<file path="config.mk">
export PLATFORM = sky130hd
export DESIGN_NAME = hazard_ctrl_unit
export DESIGN_NICKNAME = d
export VERILOG_FILES = /design/src/rtl/hazard_pkg.sv /design/src/rtl/hazard_fwd_sel.sv /design/src/rtl/hazard_ctrl_unit.sv
export SDC_FILE = /design/constraint.sdc
export NUM_CORES = 1
export LEC_CHECK = 0
export ABC_AREA = 1
export BUFFER_PORTS_ARGS = -buffer_cell sky130_fd_sc_hd__buf_2
export CORE_ASPECT_RATIO = 2
export CORE_MARGIN = 4
export CORE_UTILIZATION = 25
export CTS_BUF_LIST = sky130_fd_sc_hd__clkbuf_8
export CTS_CLUSTER_DIAMETER = 50
export DETAILED_ROUTE_END_ITERATION = 16
export SLEW_MARGIN = 30
export SYNTH_ARGS = -nofsm -noshare
export SYNTH_HDL_FRONTEND = slang
export SYNTH_HIERARCHICAL = 1
export SYNTH_SLANG_ARGS = --single-unit
</file>
<file path="constraint.sdc">
create_clock -name clk -period 1.7 [get_ports clk]
set_input_delay 0.34 -clock clk [delete_from_list [all_inputs] [get_ports clk]]
set_output_delay 0.34 -clock clk [all_outputs]
set_load 0.02 [all_outputs]
</file>
<file path="src/rtl/hazard_pkg.sv">
// hazard_pkg: shared types and constants for the pipeline hazard controller.
//   hz_state_e : load-use FSM state (HZ_RUN, HZ_STALL)
//   FWD_*      : operand source codes driven on fwd_a / fwd_b
//   GR0        : index of the hardwired-zero register (never a real dependency)
package hazard_pkg;

  typedef enum logic {
    HZ_RUN   = 1'b0,
    HZ_STALL = 1'b1
  } hz_state_e;

  localparam logic [1:0] FWD_RF  = 2'b00;
  localparam logic [1:0] FWD_EX  = 2'b01;
  localparam logic [1:0] FWD_MEM = 2'b10;
  localparam logic [1:0] FWD_WB  = 2'b11;

  localparam int unsigned GR0 = 0;

endpackage

</file>
<file path="src/rtl/hazard_fwd_sel.sv">
// hazard_fwd_sel: source select for one ID-stage operand.
// Ports:
//   src               in  register read by the operand
//   ex_rd/ex_rf_le    in  EX destination and write enable
//   ex_load           in  EX is a load (its data is not ready, so no EX bypass)
//   mem_rd/mem_rf_le  in  MEM destination and write enable
//   wb_rd/wb_rf_le    in  WB destination and write enable
//   sel               out FWD_RF / FWD_EX / FWD_MEM / FWD_WB, youngest producer wins
module hazard_fwd_sel
  import hazard_pkg::*;
#(
  parameter int REG_AW = 5
) (
  input  logic [REG_AW-1:0] src,
  input  logic [REG_AW-1:0] ex_rd,
  input  logic              ex_rf_le,
  input  logic              ex_load,
  input  logic [REG_AW-1:0] mem_rd,
  input  logic              mem_rf_le,
  input  logic [REG_AW-1:0] wb_rd,
  input  logic              wb_rf_le,
  output logic [1:0]        sel
);

  always_comb begin
    sel = FWD_RF;
    // GR0 always reads as zero from the register file, whatever is in flight.
    if (src != REG_AW'(GR0)) begin
      if (src == ex_rd && ex_rf_le && !ex_load) begin
        sel = FWD_EX;
      end else if (src == mem_rd && mem_rf_le) begin
        sel = FWD_MEM;
      end else if (src == wb_rd && wb_rf_le) begin
        sel = FWD_WB;
      end
    end
  end

endmodule

</file>
<file path="src/rtl/hazard_ctrl_unit.sv">
// hazard_ctrl_unit: load-use stall FSM, branch flush and operand forwarding
// selects for the ID stage.
// Parameters:
//   LOAD_STALL_CYCLES  bubbles per load-use hazard, legal range 1..3
//   REG_AW             register-address width
// Ports:
//   clk, rst_n                      clock, asynchronous active-low reset
//   id_ra/id_rb, id_use_ra/_rb      ID source registers and their read flags
//   ex_rd, ex_rf_le, ex_load        EX destination, write enable, load flag
//   mem_rd, mem_rf_le               MEM destination, write enable
//   wb_rd, wb_rf_le                 WB destination, write enable
//   br_taken                        branch resolved taken in EX
//   nop_sel                         1 zeroes all control fields (CU NOP mux)
//   pc_le, if_id_le, if_id_flush    fetch-stage enables and IF/ID flush
//   fwd_a, fwd_b                    operand source selects
//   stall_count, flush_count        saturating statistics counters
//   fsm_state                       current FSM state, for observation
// Optional build macro: HAZARD_STATS_EN enables the statistics counters;
// without it both counter ports are tied to zero.
//
// Handshake note: there is no valid/ready here; control outputs are purely
// combinational from inputs and state, and the state advances on every clk.
module hazard_ctrl_unit
  import hazard_pkg::*;
#(
  parameter int LOAD_STALL_CYCLES = 1,
  parameter int REG_AW            = 5
) (
  input  logic              clk,
  input  logic              rst_n,
  input  logic [REG_AW-1:0] id_ra,
  input  logic [REG_AW-1:0] id_rb,
  input  logic              id_use_ra,
  input  logic              id_use_rb,
  input  logic [REG_AW-1:0] ex_rd,
  input  logic              ex_rf_le,
  input  logic              ex_load,
  input  logic [REG_AW-1:0] mem_rd,
  input  logic              mem_rf_le,
  input  logic [REG_AW-1:0] wb_rd,
  input  logic              wb_rf_le,
  input  logic              br_taken,
  output logic              nop_sel,
  output logic              pc_le,
  output logic              if_id_le,
  output logic              if_id_flush,
  output logic [1:0]        fwd_a,
  output logic [1:0]        fwd_b,
  output logic [15:0]       stall_count,
  output logic [15:0]       flush_count,
  output hz_state_e         fsm_state
);

  // Bubbles still owed after the detection cycle.
  localparam logic [1:0] STALL_INIT = 2'(LOAD_STALL_CYCLES - 1);

  hz_state_e  state_q, state_d;
  logic [1:0] cnt_q, cnt_d;
  logic       hit_a, hit_b, load_use;
  logic [1:0] sel_a, sel_b;

  assign hit_a = id_use_ra && (id_ra != REG_AW'(GR0)) && ex_load && ex_rf_le && (ex_rd == id_ra);
  assign hit_b = id_use_rb && (id_rb != REG_AW'(GR0)) && ex_load && ex_rf_le && (ex_rd == id_rb);
  assign load_use = hit_a || hit_b;

  always_ff @(posedge clk or negedge rst_n) begin
    if (!rst_n) begin
      state_q <= HZ_RUN;
      cnt_q   <= 2'd0;
    end else begin
      state_q <= state_d;
      cnt_q   <= cnt_d;
    end
  end

  always_comb begin
    state_d     = state_q;
    cnt_d       = cnt_q;
    nop_sel     = 1'b0;
    pc_le       = 1'b1;
    if_id_le    = 1'b1;
    if_id_flush = 1'b0;
    if (!rst_n) begin
      // Hold the pipeline frozen with a bubble while reset is asserted.
      nop_sel  = 1'b1;
      pc_le    = 1'b0;
      if_id_le = 1'b0;
    end else if (br_taken) begin
      // Flush wins over any stall; a pending load-use is on the wrong path.
      nop_sel     = 1'b1;
      if_id_flush = 1'b1;
      state_d     = HZ_RUN;
      cnt_d       = 2'd0;
    end else if (state_q == HZ_STALL) begin
      nop_sel  = 1'b1;
      pc_le    = 1'b0;
      if_id_le = 1'b0;
      if (cnt_q == 2'd1) begin
        state_d = HZ_RUN;
        cnt_d   = 2'd0;
      end else begin
        cnt_d = cnt_q - 2'd1;
      end
    end else if (load_use) begin
      nop_sel  = 1'b1;
      pc_le    = 1'b0;
      if_id_le = 1'b0;
      if (LOAD_STALL_CYCLES > 1) begin
        state_d = HZ_STALL;
        cnt_d   = STALL_INIT;
      end
    end
  end

  hazard_fwd_sel #(.REG_AW(REG_AW)) u_fwd_a (
    .src(id_ra), .ex_rd(ex_rd), .ex_rf_le(ex_rf_le), .ex_load(ex_load),
    .mem_rd(mem_rd), .mem_rf_le(mem_rf_le), .wb_rd(wb_rd), .wb_rf_le(wb_rf_le),
    .sel(sel_a)
  );

  hazard_fwd_sel #(.REG_AW(REG_AW)) u_fwd_b (
    .src(id_rb), .ex_rd(ex_rd), .ex_rf_le(ex_rf_le), .ex_load(ex_load),
    .mem_rd(mem_rd), .mem_rf_le(mem_rf_le), .wb_rd(wb_rd), .wb_rf_le(wb_rf_le),
    .sel(sel_b)
  );

  assign fwd_a     = rst_n ? sel_a : FWD_RF;
  assign fwd_b     = rst_n ? sel_b : FWD_RF;
  assign fsm_state = state_q;

`ifdef HAZARD_STATS_EN
  logic [15:0] stall_q, flush_q;

  always_ff @(posedge clk or negedge rst_n) begin
    if (!rst_n) begin
      stall_q <= 16'd0;
      flush_q <= 16'd0;
    end else begin
      if (!pc_le && stall_q != 16'hFFFF) stall_q <= stall_q + 16'd1;
      if (if_id_flush && flush_q != 16'hFFFF) flush_q <= flush_q + 16'd1;
    end
  end

  assign stall_count = stall_q;
  assign flush_count = flush_q;
`else
  assign stall_count = 16'd0;
  assign flush_count = 16'd0;
`endif

endmodule

</file>
==> flow_summary.yaml <==
outcome:
  status: "finished, final reports clean"
die:
  die_h_um: 111.7
  core_region_area_um2: 5185
  core.rowCount: 37
  ios: 75
  start_util: 0.2592
  dieWidth_um: 59.84
  die_area_um2: 6683
grt:
  antenna_found_initial: 0
  grt_max_degree: 10
  grt_pass1_vias: 1558
  grtUsageTotal: 0.1211
  overflow: 0
  grt_pass1_wl_um: 6341
synthesis:
  post_synth_and_or_nand_nor_area_fraction: 0.5242
  ys_seq_area_frac: 0.05587
  synthAdderAreaFrac: 0.009311
  synth-compound-area-share: 0.04469
  ys_warn_count: 6
  post_synth_mux_area_share: 0
  synth.distinct_cells: 21
  syn_avg_cell_area_um2: 4.782
  synth_cells: 281
  synth_xor_area_frac: 0.01304
  synth_top_family_by_area: "simple AND/OR/NAND/NOR gates"
  synth_area_um2: 1344
  ys_ff_latch: 3
detailed_routing:
  wl_per_cell_um: 10.60
  drt_first_pass_iters: 4
  drcViolationCount: 0
  ant_nets: 0
  drt_iter0_markers: 47
  wirelength_um: 4199
  via_per_inst: 4.301
  vias: 1703
clock_tree:
  cts-htree-levels: 1
  path_clk_slew_ps: 30
  cts_tree: "built"
  insertion_delay_ps: 220
  root_buffer: "clkbuf_8"
  cts_made_buffers: 3
  clk_path_buf_depth: 2
  cts.sinks: 3
  cts_hold_buf: 0
place:
  dp_hpwl_um: 3531
  portBuffers: 42
  numPlacedInstances: 392
  dpl-instance-area_um2: 1595
  gp_congestion: 0.7859
sta:
  clock.fmax_ghz: 0.6023
  tns_ps: 0
  period_share: 0.9767
  setup_violations: 0
  period_needed_ps: 1660
  rsz0062_at_grt: "true"
  hold_violations: 0
  clock_skew_ps: 1.758
  drv_slew: 0
worst_setup_path:
  cpMaxStageDelayCell: "a21oi_2"
  cp.required_ps: 1360
  setup.worst_path.end_class: "primary output"
  crit_family: "simple AND/OR/NAND/NOR gates"
  crit_chain: "buf_2, nor2_2, o21ai_1, nor2_1, nand3_1, a21oi_2, nand2_1, inv_1, buf_6"
  crit_fanout: 4
  worstSetupPathType: "in2out"
  cp-start-kind: "primary input"
  timing.critical_path.buf_inv: 3
  crit_path_max_incr_delay_ps: 170
  arrival_ps: 1320
final_layout:
  multi_input_area_um2: 1039
  fin_area_um2: 1942
  fin_util: 0.3745
  num_antenna_cells: 0
  instances_no_fill: 396
  regArea_um2: 75.07
  area_delta_synth_final_pct: 44.51
  nets: 374
  fillerInstances: 593
  drive_above_1_share: 0.3580
power_and_ir_drop:
  cellPowerDensity_nw_per_um2: 371.5
  peakVddDrop_mv: 0.4257
  p_leak_nw: 1.230
job:
  maxCapViolations: 0
min_path:
  hold_class: "in2async"
-- layer usage --
metal / GRT usage / part of all wire / vias to the layer above
met5: 0 / 0 / -
met3: 0.01740 / 0.086 / 17
met4: 0.05769 / 0.042 / 0
met2: 0.2529 / 0.58 / 76
met1: 0.09630 / 0.29 / 738
li1: - / - / 872
-- cells by family after synthesis --
group | count (synthesis)
AOI/OAI and AO/OA | 10
xor gates and xnor gates | 2
adders and majority gates | 1
and+or+nand+nor | 172
DFF | 3
other | 1
buffers and inverters | 92
-- where the power goes --
group          internal [W]     switching, W
clock network      0.000154        0.0000550
registers         0.0000719  0.0000000000161
logic              0.000168         0.000272
-- cell usage in the layout (no fill, tap or decap), types with 4 or more instances in the layout --
master	count
o21ai_1	5
buf_2	19
nor2_1	26
nand2_2	17
buf_6	12
nand3_1	7
inv_2	12
buf_4	19
nand2_4	4
inv_1	41
nand4_1	5
conb_1	32
buf_8	4
nor2_2	14
nand2_1	90
-- cell usage after synthesis, drive strengths merged --
cell,n,area [um^2]
nor2,43,183.9
ha,1,12.51
dfrtp,3,75.07
nand2,111,424.2
buf,34,252.7
o21a,1,7.510
nand3,9,45.04
nand4,5,31.28
a21oi,3,22.52
nor3,4,20.02
xor2,2,17.52
clkinv,1,3.750
o21ai,6,30.03
inv,57,214.0
conb,1,3.750
-- layout make-up --
| type | count | area share |
|---|---|---|
| multi-input combinational | 217 | 0.5348 |
| timing repair buffer | 56 | 0.2436 |
| inverter | 58 | 0.1224 |
| sequential | 3 | 0.03866 |
| tap | 58 | 0.03737 |
| clock buffer | 3 | 0.02126 |
| clock inverter | 1 | 0.001933 |
-- worst paths after layout --
path	from	end	slack (ps)	depth (start not counted)
max	ex_load	fwd_a[0]	40	9
min	rst_n	fsm_state	60	2
max reg2reg	cnt_q[0]	cnt_q[1]	730	3
min reg2reg	fsm_state	fsm_state	550	2
max in group asynchronous	rst_n	cnt_q[1]	1520	2
min in group clk	br_taken	cnt_q[0]	430	3
-- through the flow --
stage	hold slack, ps	worst slack [ps]	power, W
after floorplan	44.41	266.8	0.0003470
after global routing	69.06	-56.05	0.0007839
final	60.09	39.60	0.0007213
after CTS	58.86	0.1898	0.0006530
after detailed placement	293.9	-80.95	0.0004273
after global placement	295.0	-94.84	0.0004245
-- state kept, by name, indices dropped and copies added (netlist names) --
register / cells
cnt_q: 2
fsm_state: 1
-- worst reg2reg max path, cell delays in order (launching register included) --
cell and delay (ps):
dfrtp_1 400, ha_1 300, nand3_1 80, o21ai_1 70
-- what timing repair did --
| action | 4_1_cts | 5_1_grt |
|---|---|---|
| buffers inserted | 0 | 0 |
| pin swaps | 4 | 37 |
| gates cloned | 0 | 0 |
| gates resized for setup | 15 | 95 |
| setup endpoints to repair | 4 | 6 |
No activity file was read; power rests on OpenSTA's default activity.
